$ cat src/rtl/shift_pkg.sv
// ============================================================================
// Module : shift_pkg
// Brief  : Shared types and sizing helpers for the serial shift-in receiver.
// Rev    : 1.0  initial release
// ============================================================================
`default_nettype none

package shift_pkg;

    localparam int DEFAULT_N = 14;

    typedef enum logic [1:0] {
        IDLE    = 2'd0,
        COLLECT = 2'd1,
        HOLD    = 2'd2
    } state_e;

    // Counter must be able to hold the value N itself, not just N-1.
    function automatic int cnt_w(input int n);
        return $clog2(n + 1);
    endfunction

endpackage

`default_nettype wire

$ cat src/rtl/shift_in_deserializer_if.sv
// ============================================================================
// Module : shift_in_deserializer_if
// Brief  : Serial input, parallel valid/ready output and status bundle.
// Rev    : 1.0  initial release
// ============================================================================
`default_nettype none

interface shift_in_deserializer_if
    import shift_pkg::*;
#(
    parameter int N = DEFAULT_N
);
    localparam int CW = cnt_w(N);

    logic          start;
    logic          bit_valid;
    logic          bit_in;
    logic          data_ready;
    logic [N-1:0]  data_out;
    logic          data_valid;
    logic          busy;
    logic [CW-1:0] bit_count;
    logic          overrun;

    modport master (
        output start, bit_valid, bit_in, data_ready,
        input  data_out, data_valid, busy, bit_count, overrun
    );

    modport slave (
        input  start, bit_valid, bit_in, data_ready,
        output data_out, data_valid, busy, bit_count, overrun
    );

endinterface

`default_nettype wire

$ cat src/rtl/shift_in_bit_counter.sv
// ============================================================================
// Module : shift_in_bit_counter
// Brief  : Received-bit counter with a flag on the bit that completes a word.
// Rev    : 1.0  initial release
// ============================================================================
`default_nettype none

module shift_in_bit_counter
    import shift_pkg::*;
#(
    parameter int N = DEFAULT_N
) (
    input  wire logic                  clk,
    input  wire logic                  reset,
    input  wire logic                  clear,
    input  wire logic                  increment,
    output logic [cnt_w(N)-1:0]        count,
    output logic                       last_bit
);
    localparam int            CW   = cnt_w(N);
    localparam logic [CW-1:0] LAST = CW'(N - 1);

    always_ff @(posedge clk or posedge reset) begin
        if (reset) begin
            count <= '0;
        end else if (clear) begin
            count <= '0;
        end else if (increment) begin
            count <= count + 1'b1;
        end
    end

    assign last_bit = (count == LAST);

endmodule

`default_nettype wire

$ cat src/rtl/shift_in_deserializer.sv
// ============================================================================
// Module : shift_in_deserializer
// Brief  : LSB-first serial-to-parallel receiver with valid/ready output.
//          Define SHIFT_IN_MSB_FIRST_EN to receive MSB first instead.
// Rev    : 1.0  initial release
// ============================================================================
`default_nettype none

module shift_in_deserializer
    import shift_pkg::*;
#(
    parameter int N = DEFAULT_N
) (
    input  wire logic                clk,
    input  wire logic                reset,
    shift_in_deserializer_if.slave   bus
);
    localparam int         CW         = cnt_w(N);
    localparam logic [1:0] ST_IDLE    = IDLE;
    localparam logic [1:0] ST_COLLECT = COLLECT;
    localparam logic [1:0] ST_HOLD    = HOLD;

    logic [1:0]    state;
    logic [N-1:0]  sreg;
    logic [N-1:0]  shifted;
    logic          ovr;
    logic          start_ok;
    logic          cnt_clear;
    logic          cnt_inc;
    logic          last_bit;
    logic [CW-1:0] count;

`ifdef SHIFT_IN_MSB_FIRST_EN
    assign shifted = {sreg[N-2:0], bus.bit_in};
`else
    assign shifted = {bus.bit_in, sreg[N-1:1]};
`endif

    // A start in HOLD only counts when the current word is handed off with it.
    always_comb begin
        start_ok  = bus.start && ((state == ST_IDLE) || (state == ST_COLLECT) ||
                                  ((state == ST_HOLD) && bus.data_ready));
        cnt_clear = start_ok || ((state == ST_HOLD) && bus.data_ready);
        cnt_inc   = (state == ST_COLLECT) && bus.bit_valid && !bus.start;
    end

    always_ff @(posedge clk or posedge reset) begin
        if (reset) begin
            state <= ST_IDLE;
            sreg  <= '0;
        end else begin
            case (state)
                ST_IDLE: begin
                    if (bus.start) begin
                        state <= ST_COLLECT;
                        sreg  <= '0;
                    end
                end
                ST_COLLECT: begin
                    if (bus.start) begin
                        sreg <= '0;
                    end else if (bus.bit_valid) begin
                        sreg <= shifted;
                        if (last_bit) begin
                            state <= ST_HOLD;
                        end
                    end
                end
                ST_HOLD: begin
                    if (bus.data_ready) begin
                        if (bus.start) begin
                            state <= ST_COLLECT;
                            sreg  <= '0;
                        end else begin
                            state <= ST_IDLE;
                        end
                    end
                end
                default: state <= ST_IDLE;
            endcase
        end
    end

    always_ff @(posedge clk or posedge reset) begin
        if (reset) begin
            ovr <= 1'b0;
        end else if (start_ok) begin
            ovr <= 1'b0;
        end else if ((state == ST_HOLD) && bus.bit_valid) begin
            ovr <= 1'b1;
        end
    end

    shift_in_bit_counter #(.N(N)) u_counter (
        .clk       (clk),
        .reset     (reset),
        .clear     (cnt_clear),
        .increment (cnt_inc),
        .count     (count),
        .last_bit  (last_bit)
    );

    assign bus.data_out   = sreg;
    assign bus.data_valid = (state == ST_HOLD);
    assign bus.busy       = (state == ST_COLLECT);
    assign bus.bit_count  = count;
    assign bus.overrun    = ovr;

endmodule

`default_nettype wire
$ cat src/flat_wrapper.sv
// flat-port wrapper written by rule: the top's interface ports become plain ports
module shift_in_deserializer_flat import shift_pkg::*;
#(
    parameter int N = DEFAULT_N
)
  (clk, reset, bus_start, bus_bit_valid, bus_bit_in, bus_data_ready, bus_data_out, bus_data_valid, bus_busy, bus_bit_count, bus_overrun);
  shift_in_deserializer_if #(.N(N)) bus_i ();
  input  wire logic clk;
  input  wire logic reset;
  input wire logic [$bits(bus_i.start)-1:0] bus_start;
  input wire logic [$bits(bus_i.bit_valid)-1:0] bus_bit_valid;
  input wire logic [$bits(bus_i.bit_in)-1:0] bus_bit_in;
  input wire logic [$bits(bus_i.data_ready)-1:0] bus_data_ready;
  output wire logic [$bits(bus_i.data_out)-1:0] bus_data_out;
  output wire logic [$bits(bus_i.data_valid)-1:0] bus_data_valid;
  output wire logic [$bits(bus_i.busy)-1:0] bus_busy;
  output wire logic [$bits(bus_i.bit_count)-1:0] bus_bit_count;
  output wire logic [$bits(bus_i.overrun)-1:0] bus_overrun;
  assign bus_i.start = bus_start;
  assign bus_i.bit_valid = bus_bit_valid;
  assign bus_i.bit_in = bus_bit_in;
  assign bus_i.data_ready = bus_data_ready;
  assign bus_data_out = bus_i.data_out;
  assign bus_data_valid = bus_i.data_valid;
  assign bus_busy = bus_i.busy;
  assign bus_bit_count = bus_i.bit_count;
  assign bus_overrun = bus_i.overrun;
  shift_in_deserializer #(.N(N)) u_core (.clk(clk), .reset(reset), .bus(bus_i));
endmodule
$ cat config.mk
export PLATFORM = sky130hd
export DESIGN_NAME = shift_in_deserializer_flat
export DESIGN_NICKNAME = d
export VERILOG_FILES = /design/src/rtl/shift_pkg.sv /design/src/rtl/shift_in_deserializer_if.sv /design/src/rtl/shift_in_bit_counter.sv /design/src/rtl/shift_in_deserializer.sv /design/src/flat_wrapper.sv
export SDC_FILE = /design/constraint.sdc
export NUM_CORES = 1
export LEC_CHECK = 0
export ABC_AREA = 1
export CORE_MARGIN = 2
export CORE_UTILIZATION = 50
export DETAILED_ROUTE_END_ITERATION = 7
export HOLD_SLACK_MARGIN = 0.06
export PLACE_DENSITY = 0.86
export SLEW_MARGIN = 20
export SYNTH_ARGS = -nofsm -noshare
export SYNTH_HDL_FRONTEND = slang
export SYNTH_SLANG_ARGS = --single-unit
$ cat constraint.sdc
create_clock -name clk -period 1.9 [get_ports clk]
set_input_delay 0.38 -clock clk [delete_from_list [all_inputs] [get_ports clk]]
set_output_delay 0.38 -clock clk [all_outputs]
set_load 0.02 [all_outputs]
Yosys cells after proc, flatten, opt, wreduce, memory -nomap -nowiden
Index checks and enable logic that the tools add are counted.

storage, ports and cells
  logic and storage cells = 45
  output and inout bits = 21
  register bits after elaboration = 21

operators by class
  equality and inequality tests = 9
  mux-type cells = 16
  add/subtract/negate cells = 1
  reduce and logical (&&, ||, !) cells = 15

operators by type and width
  kind                 count
  $mux 14              4
  $pmux 14 s3          1
  $mux 2               5
  $mux 4               2
  $ne 2x2->1 const B   4
  $pmux 2 s3           1
  $logic_and 1x1->1    5
  $reduce_and 5->1     1
  $add 4x1->4 const B  1
  $eq 4x4->1 const B   1
  $reduce_bool 2->1    2
  $logic_or 1x1->1     3
  $mux 1               3
  $ne 3x3->1 const B   1
  $reduce_and 3->1     1
  $reduce_bool 3->1    1
  $eq 2x1->1 const B   1
  $eq 2x2->1 const B   1
  $logic_not 2->1      1
  $ne 2x1->1 const B   1
  $logic_not 1->1      1

Depth between registers and ports, before layout
  depth in word-level cells = 6
  gate-level depth with buffers = 8
  gate-level depth less buffers = 7

Modules after synthesis
From an unflattened synthesis, not the netlist that was laid out.

unflattened totals
  cells, all modules = 148
  area, all modules = 1136.1 sq um

by module, submodules not included
  module                 seq. area each (sq um)  cells an instance  times used  area each (sq um)
  shift_in_deserializer  425.4                   122                1           922.1
  shift_in_bit_counter   100.1                   26                 1           214.0

Least setup slack after synthesis
Ideal clock, no wire load.

  kind = register -> output
  from = register u_core.state[1]
  to = output port bus_busy
  data required time = 1.520 ns
  buffers on the path = 1
  setup slack = 0.649 ns
  arrival time = 0.871 ns
  stages on the path, launching flop included = 3
  path through = dfrtp_1 > nor2_8 > buf_2

on the way
  longest elaborated chain between the ends = 1

RTL lines
  item                    line                          text
  from (decl)             shift_in_deserializer.sv:23   logic [1:0] state;
  from (signal assigned)  shift_in_deserializer.sv:49   state <= ST_IDLE;
  from (signal assigned)  shift_in_deserializer.sv:55   state <= ST_COLLECT;
  from (signal assigned)  shift_in_deserializer.sv:65   state <= ST_HOLD;
  $eq 2x1->1              shift_in_deserializer.sv:105  assign bus.busy = (state == ST_COLLECT);
  to (decl)               flat_wrapper.sv:16            output wire logic [$bits(bus_i.busy)-1:0] bus_busy;

Every way passes these cells.

Worst setup path in the final report
  from = register u_core.u_counter.count[0]
  to = output port bus_bit_count[0]

RTL lines
  item                    line                        text
  from (decl)             shift_in_bit_counter.sv:17  output logic [cnt_w(N)-1:0] count,
  from (signal assigned)  shift_in_bit_counter.sv:29  count <= count + 1'b1;
  to (decl)               flat_wrapper.sv:17          output wire logic [$bits(bus_i.bit_count)-1:0] bus_bit_count;

No word-level cell between the ends.

==> impl_results.md <==
* Input/output buffers at 26
* Slowest CP cell: clkdlybuf4s50_1
* Peak supply drop at 0.0004346 V
* Flops & latches, synth at 21
* FFs w/ async S/R, synth at 100.0%
* DR DRC count at 0
* Area of the multi-input gates at 416.7 sq um
* Busiest layer in global routing: met2
* Slew of the pin with the lowest slew margin at 0.3362 ns
* Met3 Resource Use GR at 3.067%
* Pins Over Slew Limit at 0
* Placer's final routability congestion estimate at 0.7549
* FP Rows at 16
* Synth top area share at 51.34%
* FMAX at 550.9 MHz
* Post-Route WL at 2116 um
* Worst EP required at 1.52 ns
* Status: finished clean
* Total number of vias at 897
* Slowest Stage Delay on Critical Path at 0.65 ns
* Hold-fix buffers, CTS at 0
* R2R depth at 5
* Register area share after synthesis at 51.34%
* Crit path DAT at 1.44 ns
* Final nets at 157
* Area growth from synthesis to layout at 31.30%
* Sum Neg Setup Slack at 0 ns
* Utilization after layout at 69.20%
* Leak pwr at 0.7111 nW
* Max_cap viols at 0
* TritonCTS buffer count at 3
* CTS clk-pin slew, worst paths at 0.12 ns
* First-pass GRT wire length at 3760 um
* Mapped cell area at 0.001023 sq mm
* HPWL after detailed placement at 1542 um
* Levels on crit path at 1
* Number of setup violations in the final report at 0
* CP Class: flop to output port
* Unique cell type count in the Yosys netlist at 22
* IO Count at 27
* Die Ht at 49.25 um
* Initial antenna violation count at 0
* Crit path time final at 1.815 ns
* CTS tree: done
* Share of layout cells above drive strength 1 at 11.49%
* RSZ-0062 raised after global routing: false
* Grt met2 use at 33.78%
* Reg area at 525.5 sq um
* Final Cycle Share at 95.54%
* Setup Skew at 0.004858 ns
* Most frequent cell after synthesis: nand2_1
* Commonest cells in the netlist: 38 x nand2_1, 21 x dfrtp_1, 15 x nand4_1, 11 x inv_1, 7 x nand3_1
* Synth area leaders: dfrtp_1 51%, nand2_1 14%, nand4_1 9.2%, inv_1 4.0%, nand3_1 3.4%
* Worst R2R Start: u_core.state[1]$_DFFE_PP0P_
* Bufs and invs on worst path at 1
* Drt first pass iters at 4
* Final hold viol count at 0
* Crit-path leading delay family: buffers and inverters
* Die W at 49.25 um
* Fill cells at 164
* Hold Crit Class: input port to async pin
* Syn Area/Cell at 8.601 sq um
* Mapped Cells at 119
* Worst-path cell chain: clkdlybuf4s50_1
* Met1 usage at 25.20%
* Number of flops mapped to enable cells by yosys at 0
* H-tree levels at 1
* Max-slew headroom at 77.55%
* Post-CTS setup repair buffer count at 0
* Yosys top cell by area: dfrtp_1
* Crit-path max FO at 7
* Routed vias/inst at 5.126
* Initial core utilization at 52.71%
* DIE AREA at 0.002425 sq mm
* Clock Tree Root: clkbuf_4
* Gr usage total at 19.78%
* # clock sinks at 21
* Slack of the worst reg-to-reg path at 0.55 ns
* Vias in the first global route at 834
* Syn nets at 127
* Largest net degree at the start of global routing at 22
* DR WL/cell at 12.09 um
* Synth Flop Type: dfrtp_1
* Routed Antenna Nets at 0
* CTS max path bufs at 2
* Antenna Cells at 0
* Crit start category: flop
* Placeable Area at 0.001942 sq mm
* Total number of yosys warnings at 0
* Power Density at 617.8 mW/mm^2
* Worst skew pair latency at 0.30 ns
* FF-to-FF End: u_core.u_counter.count[0]$_DFFE_PP0P_
* Total design power at 830.2 uW
* Number of DRC markers in iteration 0 at 22
* CP Capture Type: output port
* Grt ovf at 0
[metrics by stage]
stage	setup WS (ns)	cells	instance area [sq um]	hold slack (ns)
global placement	0.2936	171	1319	0.4564
CTS	0.06921	175	1344	0.3958
finish	0.08481	175	1344	0.3862
global route	0.006469	175	1344	0.4075
detailed placement	0.2408	171	1319	0.4586
floorplan	0.6489	119	1023	0.3565
[logic make-up (layout without fill, tap and decap cells)]
group	Yosys count	count (layout)	synth area share [%]
AO/OA/AOI/OAI	7	7	4.157
AND/OR/NAND/NOR	69	69	33.25
buffers and inverters	19	48	7.945
flip-flops	21	21	51.34
adder cells (fa/ha/maj)	2	2	2.445
XOR/XNOR	1	1	0.8559
[layer usage]
metal  part of all wire (%)  vias up
li1                       -      450
met1                     44      415
met2                     50       30
met3                    5.3        2
met4                   0.71        0
met5                      0        -
[how the worst max path moves through the flow]
stage,startpoint,endpoint,slack [ns]
floorplan,u_core.state[1]$_DFFE_PP0P_,bus_busy,0.65
global placement,u_core.state[0]$_DFFE_PP0P_,bus_data_valid,0.29
detailed placement,u_core.state[0]$_DFFE_PP0P_,bus_data_valid,0.24
CTS,u_core.u_counter.count[0]$_DFFE_PP0P_,bus_bit_count[0],0.07
global route,u_core.u_counter.count[0]$_DFFE_PP0P_,bus_bit_count[0],0.006
finish,u_core.u_counter.count[0]$_DFFE_PP0P_,bus_bit_count[0],0.08
[cell usage in the layout, fill, tap and decap left out, drive strengths merged]
| cell type | n |
|---|---|
| nand2 | 41 |
| clkdlybuf4s50 | 24 |
| dfrtp | 21 |
| nand4 | 15 |
| inv | 14 |
| nand3 | 8 |
| nor2 | 5 |
| o21ai | 5 |
| buf | 4 |
| clkbuf | 3 |
| ha | 2 |
| dlygate4sd2 | 2 |
| o22ai | 1 |
| xor2 | 1 |
| o211ai | 1 |
| clkinv | 1 |
[worst reg2reg max path, cell delays in order, from the launching register on]
cell,delay (ns)
dfrtp_1,0.48
nor2_8,0.14
buf_4,0.23
nand3_2,0.17
o21ai_1,0.18
nor2_1,0.06
[cell type report]
cell class,instances,area share [%]
Clock inverter,1,0.3724
Inverter,14,3.911
Sequential cell,21,39.11
Clock buffer,3,1.676
Timing Repair Buffer,30,21.42
Tap cell,27,2.514
Multi-Input combinational cell,79,31.01
[where the power goes]
part / internal [mW] / leakage (nW) / switching, mW / total (mW)
clock: 0.0784 / 0.0177 / 0.132 / 0.210
sequential: 0.458 / 0.287 / 0.0136 / 0.471
combinational: 0.0538 / 0.406 / 0.0948 / 0.149
total: 0.590 / 0.711 / 0.240 / 0.830
[flip-flops by register name, indices dropped and copies added (netlist names)]
| signal | cells |
|---|---|
| u_core.bus.overrun | 1 |
| u_core.u_counter.count | 4 |
| u_core.state | 2 |
| u_core.bus.data_out | 14 |
[timing repair]
item                                   CTS  global route
gates resized for setup                  2             0
endpoints found under the hold margin    0             0
setup endpoints to repair                2             0
Note: power is estimated with default switching activity, not from simulation.
